File: src/rtl/rom_reader_pkg.sv
// Shared definitions for the ROM stream reader.
//   state_e   : request FSM states (IDLE / FETCH / DRAIN)
//   ROM_DEPTH : number of words in the weight ROM
package rom_reader_pkg;

  localparam int unsigned ROM_DEPTH = 64;

  typedef enum logic [1:0] {
    IDLE  = 2'd0,
    FETCH = 2'd1,
    DRAIN = 2'd2
  } state_e;

endpackage

File: src/rtl/rom_stream_reader_if.sv
// Valid/ready word stream from the ROM reader to the PE array weight loader.
//   m_data_o  : stream word
//   m_valid_o : word valid
//   m_ready_i : downstream ready
//   m_last_o  : final word of a request
// master = reader side, slave = consumer side.
interface rom_stream_reader_if #(
  parameter int unsigned DATA_WIDTH = 32
);
  logic [DATA_WIDTH-1:0] m_data_o;
  logic                  m_valid_o;
  logic                  m_ready_i;
  logic                  m_last_o;

  modport master (output m_data_o, output m_valid_o, output m_last_o, input m_ready_i);
  modport slave  (input m_data_o, input m_valid_o, input m_last_o, output m_ready_i);
endinterface

File: src/rtl/rom_reader_buf.sv
// BUF_DEPTH x (DATA_WIDTH+1) synchronous FIFO holding {last, data} words.
// The head entry is read straight from the storage registers, so the stream
// outputs are registered.
//   clk, rst     : clock, synchronous active-high reset (clears storage too)
//   push_i       : write {push_last_i, push_data_i}; caller guarantees !full_o || pop_i
//   pop_i        : discard head entry; caller guarantees !empty_o
//   full_o       : no free entry
//   empty_o      : no stored entry
//   head_data_o  : head word data
//   head_last_o  : head word last flag
module rom_reader_buf #(
  parameter int unsigned DATA_WIDTH = 32,
  parameter int unsigned BUF_DEPTH  = 2
) (
  input  logic                  clk,
  input  logic                  rst,
  input  logic                  push_i,
  input  logic [DATA_WIDTH-1:0] push_data_i,
  input  logic                  push_last_i,
  input  logic                  pop_i,
  output logic                  full_o,
  output logic                  empty_o,
  output logic [DATA_WIDTH-1:0] head_data_o,
  output logic                  head_last_o
);
  localparam int unsigned PTR_W = $clog2(BUF_DEPTH);
  localparam logic [PTR_W:0] FULL_CNT = (PTR_W+1)'(BUF_DEPTH);

  logic [DATA_WIDTH:0] mem_q [BUF_DEPTH];
  logic [PTR_W-1:0]    wptr_q, rptr_q;
  logic [PTR_W:0]      count_q;

  assign full_o      = (count_q == FULL_CNT);
  assign empty_o     = (count_q == '0);
  assign head_data_o = mem_q[rptr_q][DATA_WIDTH-1:0];
  assign head_last_o = mem_q[rptr_q][DATA_WIDTH];

  // Pointers wrap naturally because BUF_DEPTH is a power of two. A push into a
  // full buffer with a simultaneous pop overwrites the slot being popped, which
  // is safe because the pop reads the old contents at the same edge.
  always_ff @(posedge clk) begin
    if (rst) begin
      for (int unsigned i = 0; i < BUF_DEPTH; i++) mem_q[i] <= '0;
      wptr_q  <= '0;
      rptr_q  <= '0;
      count_q <= '0;
    end else begin
      if (push_i) begin
        mem_q[wptr_q] <= {push_last_i, push_data_i};
        wptr_q        <= wptr_q + 1'b1;
      end
      if (pop_i) rptr_q <= rptr_q + 1'b1;
      unique case ({push_i, pop_i})
        2'b10:   count_q <= count_q + 1'b1;
        2'b01:   count_q <= count_q - 1'b1;
        default: ;
      endcase
    end
  end
endmodule

File: src/rtl/rom_stream_reader.sv
// Reader for the asynchronous-read weight ROM. A start pulse walks len_i
// consecutive addresses from base_i (wrapping mod ROM depth), captures the
// same-cycle ROM data and streams it out through a small rate-matching buffer.
//   clk, rst     : clock, synchronous active-high reset
//   start_i      : request pulse, sampled only in IDLE
//   base_i       : first ROM address
//   len_i        : word count, 0..ROM depth
//   busy_o       : request in progress
//   done_o       : 1-cycle pulse after the last word is accepted (or after a len 0 start)
//   rom_addr_o   : registered ROM address
//   rom_data_i   : combinational ROM data for rom_addr_o
//   m_if         : valid/ready output stream (master)
//   checksum_o   : XOR of words transferred in the current request
//                  (only with `ROM_READER_CHECKSUM_EN defined)
module rom_stream_reader
  import rom_reader_pkg::*;
#(
  parameter int unsigned ADDR_WIDTH = $clog2(ROM_DEPTH),
  parameter int unsigned DATA_WIDTH = 32,
  parameter int unsigned BUF_DEPTH  = 2
) (
  input  logic                  clk,
  input  logic                  rst,
  input  logic                  start_i,
  input  logic [ADDR_WIDTH-1:0] base_i,
  input  logic [ADDR_WIDTH:0]   len_i,
  output logic                  busy_o,
  output logic                  done_o,
  output logic [ADDR_WIDTH-1:0] rom_addr_o,
  input  logic [DATA_WIDTH-1:0] rom_data_i,
  rom_stream_reader_if.master   m_if
`ifdef ROM_READER_CHECKSUM_EN
  ,
  output logic [DATA_WIDTH-1:0] checksum_o
`endif
);
  localparam logic [ADDR_WIDTH:0] REM_ONE = {{ADDR_WIDTH{1'b0}}, 1'b1};

  state_e                state_q;
  logic [ADDR_WIDTH-1:0] addr_q;
  logic [ADDR_WIDTH:0]   rem_q;
  logic                  busy_q, done_q;

  logic                  buf_full, buf_empty, push, pop;
  logic [DATA_WIDTH-1:0] head_data;
  logic                  head_last;

  assign pop  = m_if.m_valid_o && m_if.m_ready_i;
  // The ROM is only addressed when the word can be stored this very cycle.
  assign push = (state_q == FETCH) && (!buf_full || pop);

  rom_reader_buf #(
    .DATA_WIDTH (DATA_WIDTH),
    .BUF_DEPTH  (BUF_DEPTH)
  ) u_buf (
    .clk         (clk),
    .rst         (rst),
    .push_i      (push),
    .push_data_i (rom_data_i),
    .push_last_i (rem_q == REM_ONE),
    .pop_i       (pop),
    .full_o      (buf_full),
    .empty_o     (buf_empty),
    .head_data_o (head_data),
    .head_last_o (head_last)
  );

  assign m_if.m_valid_o = !buf_empty;
  assign m_if.m_data_o  = head_data;
  assign m_if.m_last_o  = head_last;
  assign busy_o         = busy_q;
  assign done_o         = done_q;
  assign rom_addr_o     = addr_q;

  always_ff @(posedge clk) begin
    if (rst) begin
      state_q <= IDLE;
      addr_q  <= '0;
      rem_q   <= '0;
      busy_q  <= 1'b0;
      done_q  <= 1'b0;
    end else begin
      done_q <= 1'b0;
      unique case (state_q)
        IDLE: begin
          if (start_i) begin
            if (len_i == '0) begin
              done_q <= 1'b1;
            end else begin
              addr_q  <= base_i;
              rem_q   <= len_i;
              busy_q  <= 1'b1;
              state_q <= FETCH;
            end
          end
        end
        FETCH: begin
          if (push) begin
            addr_q <= addr_q + 1'b1;
            rem_q  <= rem_q - 1'b1;
            if (rem_q == REM_ONE) state_q <= DRAIN;
          end
        end
        DRAIN: begin
          // The flagged last word is the only entry left once it is popped.
          if (pop && head_last) begin
            done_q  <= 1'b1;
            busy_q  <= 1'b0;
            state_q <= IDLE;
          end
        end
        default: state_q <= IDLE;
      endcase
    end
  end

`ifdef ROM_READER_CHECKSUM_EN
  logic [DATA_WIDTH-1:0] csum_q;
  assign checksum_o = csum_q;

  always_ff @(posedge clk) begin
    if (rst) begin
      csum_q <= '0;
    end else if (state_q == IDLE && start_i) begin
      csum_q <= '0;
    end else if (pop) begin
      csum_q <= csum_q ^ head_data;
    end
  end
`endif
endmodule

File: src/flat_wrapper.sv
// flat-port wrapper written by rule: the top's interface ports become plain ports
module rom_stream_reader_flat import rom_reader_pkg::*;
#(
  parameter int unsigned ADDR_WIDTH = $clog2(ROM_DEPTH),
  parameter int unsigned DATA_WIDTH = 32,
  parameter int unsigned BUF_DEPTH  = 2
)
  (clk, rst, start_i, base_i, len_i, busy_o, done_o, rom_addr_o, rom_data_i, m_if_m_data_o, m_if_m_valid_o, m_if_m_last_o, m_if_m_ready_i);
  rom_stream_reader_if #(.DATA_WIDTH(DATA_WIDTH)) m_if_i ();
  input  logic clk;
  input  logic rst;
  input  logic start_i;
  input  logic [ADDR_WIDTH-1:0] base_i;
  input  logic [ADDR_WIDTH:0] len_i;
  output logic busy_o;
  output logic done_o;
  output logic [ADDR_WIDTH-1:0] rom_addr_o;
  input  logic [DATA_WIDTH-1:0] rom_data_i;
  output wire logic [$bits(m_if_i.m_data_o)-1:0] m_if_m_data_o;
  output wire logic [$bits(m_if_i.m_valid_o)-1:0] m_if_m_valid_o;
  output wire logic [$bits(m_if_i.m_last_o)-1:0] m_if_m_last_o;
  input wire logic [$bits(m_if_i.m_ready_i)-1:0] m_if_m_ready_i;
  assign m_if_m_data_o = m_if_i.m_data_o;
  assign m_if_m_valid_o = m_if_i.m_valid_o;
  assign m_if_m_last_o = m_if_i.m_last_o;
  assign m_if_i.m_ready_i = m_if_m_ready_i;
  rom_stream_reader #(.ADDR_WIDTH(ADDR_WIDTH), .DATA_WIDTH(DATA_WIDTH), .BUF_DEPTH(BUF_DEPTH)) u_core (.clk(clk), .rst(rst), .start_i(start_i), .base_i(base_i), .len_i(len_i), .busy_o(busy_o), .done_o(done_o), .rom_addr_o(rom_addr_o), .rom_data_i(rom_data_i), .m_if(m_if_i));
endmodule
File: config.mk
export PLATFORM = sky130hd
export DESIGN_NAME = rom_stream_reader_flat
export DESIGN_NICKNAME = d
export VERILOG_FILES = /design/src/rtl/rom_reader_pkg.sv /design/src/rtl/rom_stream_reader_if.sv /design/src/rtl/rom_reader_buf.sv /design/src/rtl/rom_stream_reader.sv /design/src/flat_wrapper.sv
export SDC_FILE = /design/constraint.sdc
export NUM_CORES = 1
export LEC_CHECK = 0
export BUFFER_PORTS_ARGS = -buffer_cell sky130_fd_sc_hd__buf_2
export CORE_MARGIN = 5
export CORE_UTILIZATION = 45
export DETAILED_ROUTE_END_ITERATION = 6
export PLACE_DENSITY_LB_ADDON = 0.05
export SLEW_MARGIN = 20
export SYNTH_ARGS = -nofsm -noshare
export SYNTH_HDL_FRONTEND = slang
export SYNTH_SLANG_ARGS = --single-unit
File: constraint.sdc
create_clock -name clk -period 6.6 [get_ports clk]
set_input_delay 0.99 -clock clk [delete_from_list [all_inputs] [get_ports clk]]
set_output_delay 0.99 -clock clk [all_outputs]
set_load 0.03 [all_outputs]
==> results of run 1 <==
[sequential cells by signal (all words and copies together) (netlist names), named ones only]
register and cells:
u_core.state_q 2, u_core.done_o 1, u_core.u_buf.count_q 2, u_core.u_buf.wptr_q 1, u_core.u_buf.mem_q 66, u_core.rem_q 7
u_core.busy_o 1, u_core.rom_addr_o 6, u_core.u_buf.rptr_q 1
[final timing paths]
kind	slack (ns)	endpoint	startpoint	cells past startpoint
worst max-delay path	2.99	u_core.u_buf.mem_q[1][15]	u_core.state_q[1]	4
worst min-delay path	0.49	u_core.busy_o	u_core.busy_o	2
worst max register to register	2.99	u_core.u_buf.mem_q[1][15]	u_core.state_q[1]	4
worst min register to register	0.49	u_core.busy_o	u_core.busy_o	2
[metal layers]
layer	part of all wire [%]	vias to the layer above
met1	45	1345
met2	49	83
met5	0	-
met3	5.8	8
met4	0.85	0
li1	-	1364
[worst max-delay path: stages, from the launching register on]
cell and delay [ns]:
sky130_fd_sc_hd__dfxtp_1 0.36, sky130_fd_sc_hd__nand2b_1 0.65, sky130_fd_sc_hd__nor2_4 0.50, sky130_fd_sc_hd__and3_1 0.89, sky130_fd_sc_hd__or2_2 0.81
[power by group]
group	total [mW]	internal, mW	switching (mW)
Clock	0.361	0.174	0.188
Combinational	0.433	0.170	0.263
Sequential	0.715	0.658	0.0574
Total	1.51	1.00	0.508
[placed cells by master (no fill, tap or decap), types with 5 or more instances in the layout]
master and n:
sky130_fd_sc_hd__o32ai_1 7, sky130_fd_sc_hd__o21ai_0 7, sky130_fd_sc_hd__nor2_1 12, sky130_fd_sc_hd__and2_1 65, sky130_fd_sc_hd__nand2_1 11, sky130_fd_sc_hd__dfxtp_1 21
sky130_fd_sc_hd__nor3b_1 5, sky130_fd_sc_hd__a21oi_1 15, sky130_fd_sc_hd__buf_2 90, sky130_fd_sc_hd__nand3_1 9, sky130_fd_sc_hd__a22oi_1 5, sky130_fd_sc_hd__edfxtp_1 66
sky130_fd_sc_hd__mux2_2 33, sky130_fd_sc_hd__clkbuf_8 9
[cells by family (layout without fill, tap and decap cells)]
group           after synthesis  after routing  share of synthesized area [%]
mux                          34             34                           9.34
fa+ha+maj                     4              4                           1.23
compound gates               48             48                           8.73
simple gates                126            126                           18.3
buf+inv                      24            112                           2.27
xor+xnor                      4              4                          0.858
flops                        88             88                           59.3
[final cells by class]
type	count	area share, %
clock buffer	10	2.65
clock inverter	6	1.22
inverter	4	0.311
multi-input combinational	216	32.9
sequential	88	50.3
tap	108	2.80
timing repair buffer	92	9.81
[per-stage QoR]
step	worst slack (ns)	instance area (µm²)
after CTS	2.93	4810
after global placement	2.81	4620
after detailed placement	2.74	4620
final	2.99	4820
after floorplan	2.17	4090
after global routing	2.71	4820
==> run metrics, run 1 <==
final setup violating endpoints 0; synthesized flop and latch total 88; proportion of layout cells with a drive suffix above 1 36.1%; floorplan die area 0.0111 mm²; Placement Rows 34; number of detailed-route iterations in the first pass 4; CP arrival 3.58 ns; Critical Path Start Type register; area share of the largest cell type after synthesis 48.5%; total area of multi-input combinational cells 0.00159 mm²; DRT iter0 DRCs 125; Fin Clk Skew 0.0132 ns; vias 2800; total detailed-routing wirelength 8620 µm; clock tree from TritonCTS built; max cap viols 0; number of global-route vias before repair 2887; GRT Overall Usage 16.0%; number of warnings reported in the yosys synthesis log 0; worst min path class register to register; maximum number of pins on one net before global-route repair 34; number of synthesized flops with an enable pin 66; number of remaining DRC errors 0; Synth cell types 45; Synth Net Count 381; initial cell density of the core 46.4%; final cell count without fillers 524; Wirelength per Cell 16.5 µm; overall power of the completed layout 1.51 mW; fraction of synthesis flops using an asynchronous set or reset pin 0%; met3 Track Usage GR 4.16%; detailed-placement wirelength estimate 5620 µm; type of element capturing the critical path register; number of standard cells after synthesis 328; register area 0.00242 mm²; Clock Sinks 88; Inserted Clock Buffers 9; I/O pin count 91; clock root cell sky130_fd_sc_hd__clkbuf_8; Global Route met1 Usage 21.4%; synth-to-layout area growth 18.0%; post-synthesis sequential area ratio 59.3%; number of buffers added on ports 90; Sum Neg Setup Slack 0 ns; worst relative slew slack 28.6%; Final Critical Period 3.61 ns; height of the die 105 µm; GP Congestion 0.829; average instance area after synthesis 12.5 µm²; met2 demand-to-capacity share in global routing 25.7%; first-pass GRT wire length 14200 µm; count of hold buffers inserted by post-cts repair 0; number of gates given a new drive strength after cts 0; tightest hold margin 0.488 ns; vias per inst 5.34; CP max FO 33; pin slew with the least headroom to its limit 1.07 ns; setup repair after global routing missed its margin no; CTS HTree Levels 3; Worst Path Required 6.57 ns; horizontal extent of the die 105 µm; run status completed; number of nets at the end of the flow 464; leading post-synthesis cells by cell area sky130_fd_sc_hd__edfxtp_1 (49%), sky130_fd_sc_hd__dfxtp_1 (11%), sky130_fd_sc_hd__and2_1 (10%), sky130_fd_sc_hd__mux2_2 (9.1%), sky130_fd_sc_hd__a21oi_1 (1.8%); maximum buffer depth of the clock tree 2; clock-pin slew of the registers on the worst-case setup and hold paths 0.09 ns; most frequent cell after synthesis sky130_fd_sc_hd__edfxtp_1; cell type with the largest total area after synthesis sky130_fd_sc_hd__edfxtp_1; Antenna Nets Post-Route 0; GRT Max-Usage Layer met2; core area 0.00881 mm²; max frequency 277 MHz; worst-case vdd ir drop 0.105 mV; number of hold-slack violations in the final timing report 0; initial antenna violation count 0; insertion delay to the later sink of the worst-skew pair 0.35 ns; post-route clock period utilization 54.7%; netlist area before placement 0.00409 mm²; leftover overflow at the end of global routing 0; leak pwr 1.95 nW; top cell types by occurrence after synthesis sky130_fd_sc_hd__edfxtp_1 (66), sky130_fd_sc_hd__and2_1 (65), sky130_fd_sc_hd__mux2_2 (33), sky130_fd_sc_hd__dfxtp_1 (22), sky130_fd_sc_hd__clkbuf_1 (17); count of antenna diodes in the layout 0; setup bufs post-CTS 0; Setup CP Type register to register; fillcell total 823; placed cell count 507; Final Util 54.7%; areal power density over the cells 313 mW/mm²; max-slew violations 0; most used flip-flop cell after synthesis sky130_fd_sc_hd__edfxtp_1
Power figures use the tool's default switching activity.
==> run 2, diff against run 1 <==
==> constraint.sdc (replaced) <==
create_clock -name clk -period 3.6 [get_ports clk]
set_input_delay 0.54 -clock clk [delete_from_list [all_inputs] [get_ports clk]]
set_output_delay 0.54 -clock clk [all_outputs]
set_load 0.03 [all_outputs]
==> run 2 against run 1 <==
  * Critical path depth shrank 2
  * Clock power rose by 120%
  * Core utilization up 1.2 points
  * Combinational power grew 88%
  * Setup slack got worse by 1.8 ns
  * Sequential share of layout area fell by 1.1 points
  * Via count grew 0.18%
  * Hold slack worse by 0.029 ns
  * Power rose by 93%
  * Final cell count grew 0.38%
  * Global-route usage decreased by 0.29 points
==> run metrics, run 2 (synthesized netlist as in run 1, its figures left out) <==
clock root cell sky130_fd_sc_hd__clkbuf_8; clock tree from TritonCTS built; number of nets at the end of the flow 467; start of the worst register-to-register path u_core.state_q[1]; type of element capturing the critical path output pin; CTS HTree Levels 3; maximum buffer depth of the clock tree 2; synth-to-layout area growth 20.6%; count of hold buffers inserted by post-cts repair 0; CP max FO 33; Final Util 56.0%; worst-case vdd ir drop 0.251 mV; DRT iter0 DRCs 82; count of antenna diodes in the layout 0; setup bufs post-CTS 0; floorplan die area 0.0111 mm²; maximum number of pins on one net before global-route repair 34; fraction of power consumed by the clock network 27.1%; max frequency 414 MHz; proportion of layout cells with a drive suffix above 1 36.8%; number of hold-slack violations in the final timing report 0; most common library cell in the layout ignoring fill and taps sky130_fd_sc_hd__buf_2; run status completed; worst reg-to-reg path cell count 5; final setup violating endpoints 0; Power Internal 1.99 mW; switching share of total power 31.8%; CP arrival 1.88 ns; number of gates given a new drive strength after cts 0; leak pwr 2.00 nW; clock-pin slew of the registers on the worst-case setup and hold paths 0.09 ns; leftover overflow at the end of global routing 0; number of detailed-route iterations in the first pass 4; number of remaining DRC errors 0; setup repair after global routing missed its margin no; Worst Path Required 3.06 ns; Critical Path Start Type register; post-route clock period utilization 67.1%; GRT Overall Usage 15.7%; pin slew with the least headroom to its limit 0.863 ns; I/O pin count 91; max cap viols 0; flip-flop count of the largest register, all copies and words added 66; worst min path class input port to register; proportion of power drawn by combinational gates 27.9%; Setup CP Type register to output pin; first-pass GRT wire length 13800 µm; most used cells in the layout excluding fill and tap cells sky130_fd_sc_hd__buf_2 (90), sky130_fd_sc_hd__edfxtp_1 (66), sky130_fd_sc_hd__and2_1 (65); largest register by flop count u_core.u_buf.mem_q; Inserted Clock Buffers 9; areal power density over the cells 592 mW/mm²; Antenna Nets Post-Route 0; net switching power figure 928 µW; max-slew violations 0; Fin Clk Skew 0.0111 ns; total detailed-routing wirelength 8700 µm; share of total power in sequential cells 45.0%; Placement Rows 34; worst relative slew slack 42.5%; detailed-placement wirelength estimate 5650 µm; horizontal extent of the die 105 µm; GP Congestion 0.815; Sum Neg Setup Slack 0 ns; number of buffers added on ports 90; vias per inst 5.33; Final Critical Period 2.42 ns; reg-to-reg slack, setup 1.25 ns; insertion delay to the later sink of the worst-skew pair 0.35 ns; initial antenna violation count 0; worst reg2reg endpoint u_core.u_buf.mem_q[1][1]; Wirelength per Cell 16.5 µm; core area 0.00881 mm²; initial cell density of the core 46.4%; vias 2805; number of global-route vias before repair 2720; Setup crit end m_if_m_last_o; height of the die 105 µm; Clock Sinks 88
## run 2: changes by cell type in the layout (fill, tap and decap cells not counted)
cell	change
sky130_fd_sc_hd__buf_16	+2
sky130_fd_sc_hd__buf_4	+1
sky130_fd_sc_hd__bufinv_16	+2
sky130_fd_sc_hd__clkinv_1	-2
sky130_fd_sc_hd__clkinv_2	-1
sky130_fd_sc_hd__clkinvlp_2	+1
sky130_fd_sc_hd__clkinvlp_4	-1
## run 2: per-layer routing
layer | track usage [%] | share of wire (%) | vias to the layer above
met4 | 5.06 | 0.70 | 0
met1 | 20.8 | 45 | 1347
met2 | 25.3 | 49 | 79
li1 | - | - | 1373
met3 | 4.28 | 5.6 | 6
met5 | 0 | 0 | -
## run 2: worst max-delay path: stages, from the launching register on
cell and delay, ns:
sky130_fd_sc_hd__dfxtp_2 0.88, sky130_fd_sc_hd__mux2_2 0.44, sky130_fd_sc_hd__buf_2 0.18
## run 2: metrics by stage
step	area [µm²]	total power [mW]	hold WS [ns]	instances	worst slack, ns
2_1_floorplan	4090	1.90	0.445	328	0.482
3_3_place_gp	4630	2.13	0.476	508	0.970
3_5_place_dp	4680	2.16	0.468	510	0.992
4_1_cts	4910	2.95	0.441	525	1.00
5_1_grt	4930	3.05	0.443	526	1.06
6_report	4930	2.92	0.459	526	1.18
## run 2: worst min-delay path by stage
stage	start	end	slack, ns	depth (start not counted)
3_5_place_dp	u_core.busy_o	u_core.busy_o	0.47	2
6_report	base_i[0]	u_core.rom_addr_o[0]	0.46	3
3_3_place_gp	u_core.rem_q[6]	u_core.rem_q[6]	0.48	2
5_1_grt	base_i[0]	u_core.rom_addr_o[0]	0.44	3
2_1_floorplan	u_core.rem_q[6]	u_core.rem_q[6]	0.44	2
4_1_cts	base_i[0]	u_core.rom_addr_o[0]	0.44	3
## run 2: layout make-up
| cell class | instances | area, µm² |
|---|---|---|
| fill | 783 | 3880 |
| inverter | 4 | 15.0 |
| clock buffer | 10 | 128 |
| multi-input combinational | 216 | 1590 |
| clock inverter | 5 | 104 |
| timing repair buffer | 95 | 536 |
| sequential | 88 | 2420 |
| tap | 108 | 135 |
## run 2: power by group through the flow
stage / Sequential [mW] / Combinational, mW / Clock, mW
finish: 1.31 / 0.814 / 0.792
detailed placement: 1.34 / 0.818 / 0
CTS: 1.32 / 0.821 / 0.810
global route: 1.33 / 0.871 / 0.849
global placement: 1.34 / 0.795 / 0
floorplan: 1.29 / 0.619 / 0
==> run 3, diff against run 2 <==
--- a/config.mk
+++ b/config.mk
@@ -5,6 +5,7 @@
 export SDC_FILE = /design/constraint.sdc
 export NUM_CORES = 1
 export LEC_CHECK = 0
+export ABC_AREA = 1
 export BUFFER_PORTS_ARGS = -buffer_cell sky130_fd_sc_hd__buf_2
 export CORE_MARGIN = 5
 export CORE_UTILIZATION = 45
==> constraint.sdc (replaced) <==
create_clock -name clk -period 2.5 [get_ports clk]
set_input_delay 0.375 -clock clk [delete_from_list [all_inputs] [get_ports clk]]
set_output_delay 0.375 -clock clk [all_outputs]
set_load 0.03 [all_outputs]
==> run 3 against run 2 <==
  * Die area is 1.7% higher
  * Hold slack worse by 0.20 ns
  * Flip-flop and latch count did not move
  * Final cell count grew 33%
  * Sequential share of layout area grew 0.58 points
  * Critical path type unchanged
  * Critical endpoint unchanged
==> run metrics, run 3 <==
clock root cell sky130_fd_sc_hd__clkbuf_8; detailed-placement wirelength estimate 5930 µm; hold-critical path endpoint u_core.state_q[0]; number of detailed-route iterations in the first pass 4; Worst Path Required 2.12 ns; initial antenna violation count 0; final setup violating endpoints 0; clock-pin slew of the registers on the worst-case setup and hold paths 0.09 ns; register area 0.00242 mm²; post-synthesis sequential area ratio 58.2%; most frequent cell after synthesis sky130_fd_sc_hd__nand2_1; Antenna Nets Post-Route 0; Sum Neg Setup Slack 0 ns; area post-placement 0.00470 mm²; final cell count without fillers 699; vias per inst 4.76; run status completed; number of gates given a new drive strength after cts 0; horizontal extent of the die 106 µm; number of standard cells after synthesis 492; worst min path class input port to register; overall power of the completed layout 4.23 mW; average instance area after synthesis 8.46 µm²; area share of the largest cell type after synthesis 47.6%; Placement Rows 35; first-pass GRT wire length 14800 µm; height of the die 106 µm; most used cells in the layout excluding fill and tap cells sky130_fd_sc_hd__nand2_1 (148), sky130_fd_sc_hd__nor2_1 (111), sky130_fd_sc_hd__buf_2 (90); vias 3324; post-route clock period utilization 79.5%; sequence of cells on the critical path inv_2, nand2_1, nand2_1, buf_2; GRT Overall Usage 16.4%; cell type with the largest total area after synthesis sky130_fd_sc_hd__edfxtp_1; worst-case vdd ir drop 0.356 mV; start of the worst register-to-register path u_core.u_buf.count_q[0]; type of element capturing the critical path output pin; maximum number of pins on one net before global-route repair 35; hold-critical path depth 2; leftover overflow at the end of global routing 0; most used flip-flop cell after synthesis sky130_fd_sc_hd__edfxtp_1; pin slew with the least headroom to its limit 0.594 ns; insertion delay to the later sink of the worst-skew pair 0.34 ns; setup bufs post-CTS 0; Synth cell types 23; max frequency 503 MHz; worst relative slew slack 60.3%; number of warnings reported in the yosys synthesis log 0; number of hold-slack violations in the final timing report 0; number of synthesized flops with an enable pin 66; placed cell count 683; max-slew violations 0; GP Congestion 0.764; largest register by flop count u_core.u_buf.mem_q; netlist area before placement 0.00416 mm²; I/O pin count 91; leak pwr 2.43 nW; DRT iter0 DRCs 121; leading post-synthesis cells by cell area sky130_fd_sc_hd__edfxtp_1 (48%), sky130_fd_sc_hd__nand2_1 (13%), sky130_fd_sc_hd__dfxtp_1 (11%), sky130_fd_sc_hd__nor2_1 (10%), sky130_fd_sc_hd__inv_1 (4.8%); most common library cell in the layout ignoring fill and taps sky130_fd_sc_hd__nand2_1; standard cell with the maximum stage delay on the critical path sky130_fd_sc_hd__inv_2; initial cell density of the core 45.7%; worst reg2reg endpoint u_core.u_buf.mem_q[0][13]; clock tree from TritonCTS built; Clock Sinks 88; count of hold buffers inserted by post-cts repair 0; worst reg-to-reg path cell count 7; Fin Clk Skew 0.00711 ns; number of remaining DRC errors 0; startpoint of the lowest-slack hold path rst; CP arrival 1.61 ns; reg-to-reg slack, setup 0.91 ns; core area 0.00911 mm²; Synth Net Count 545; number of global-route vias before repair 3287; Top delay family on crit path buffers and inverters; fraction of synthesis flops using an asynchronous set or reset pin 0%; Setup CP Type register to output pin; maximum buffer depth of the clock tree 2; floorplan die area 0.0113 mm²; Critical Path Start Type register; synthesized flop and latch total 88; max cap viols 0; flip-flop count of the largest register, all copies and words added 66; CTS HTree Levels 3; total detailed-routing wirelength 8800 µm; critical path buffer and inverter count 2; post-route cell area 0.00487 mm²; count of antenna diodes in the layout 0; Final Critical Period 1.99 ns; setup repair after global routing missed its margin no; Inserted Clock Buffers 9; total area of multi-input combinational cells 0.00141 mm²; synth-to-layout area growth 17.0%; areal power density over the cells 868 mW/mm²; max incr delay on CP 0.44 ns; number of nets at the end of the flow 636; CP max FO 33; Wirelength per Cell 12.6 µm; top cell types by occurrence after synthesis sky130_fd_sc_hd__nand2_1 (148), sky130_fd_sc_hd__nor2_1 (111), sky130_fd_sc_hd__edfxtp_1 (66), sky130_fd_sc_hd__inv_1 (53), sky130_fd_sc_hd__dfxtp_1 (22); dominant cell type by count on the critical path sky130_fd_sc_hd__nand2_1; number of buffers added on ports 90; fillcell total 900; proportion of layout cells with a drive suffix above 1 22.3%
## run 3: cell count changes after synthesis, moves of 12 or more
cell,previous run,this run
sky130_fd_sc_hd__and2_1,65,0
sky130_fd_sc_hd__o21ai_0,8,20
sky130_fd_sc_hd__nor2_1,12,111
sky130_fd_sc_hd__nand2_1,11,148
sky130_fd_sc_hd__mux2_2,33,0
sky130_fd_sc_hd__inv_1,3,53
## run 3: worst max path at each step
| stage | start | to | slack (ns) | depth (start not counted) |
|---|---|---|---|---|
| 5_1_grt | register | m_if_m_last_o | 0.34 | 4 |
| 6_report | register | m_if_m_last_o | 0.51 | 4 |
| 3_3_place_gp | m_if_m_ready_i | u_core.u_buf.mem_q[0][9] | 0.85 | 8 |
| 4_1_cts | register | m_if_m_last_o | 0.43 | 4 |
| 2_1_floorplan | u_core.state_q[0] | u_core.u_buf.mem_q[1][0] | 0.39 | 7 |
| 3_5_place_dp | m_if_m_ready_i | u_core.u_buf.mem_q[0][9] | 0.83 | 8 |
## run 3: routing by layer
| metal | vias up | part of all wire [%] | GRT usage [%] |
|---|---|---|---|
| li1 | 1723 | - | - |
| met1 | 1526 | 45 | 20.5 |
| met2 | 67 | 50 | 28.6 |
| met3 | 8 | 4.3 | 2.85 |
| met4 | 0 | 1.2 | 5.27 |
| met5 | - | 0 | 0 |
## run 3: cell families after synthesis
kind of cell / after synthesis / synth area share, %
adders and majority gates: 4 / 1.20
AOI/OAI and AO/OA: 32 / 4.18
DFF: 88 / 58.2
buffers and inverters: 75 / 7.91
and+or+nand+nor: 293 / 28.5
## run 3: layout make-up
type                       instances  share of cell area [%]
sequential                        88                    49.8
timing repair buffer              99                    10.6
inverter                          56                    4.32
clock inverter                     7                   0.925
multi-input combinational        329                    29.0
clock buffer                       9                    2.54
tap                              111                    2.85
## run 3: metrics by stage
stage | hold slack, ns | utilization (%) | setup slack [ns]
floorplan | 0.425 | - | 0.388
global placement | 0.441 | 51.6 | 0.852
detailed placement | 0.443 | 51.6 | 0.830
CTS | 0.229 | 53.4 | 0.432
global route | 0.240 | 53.4 | 0.340
finish | 0.255 | 53.4 | 0.512
## run 3: where the power goes
group          total [mW]  switching, mW  internal (mW)
sequential           1.88          0.113           1.77
clock               0.875          0.511          0.364
combinational        1.47           1.04          0.425
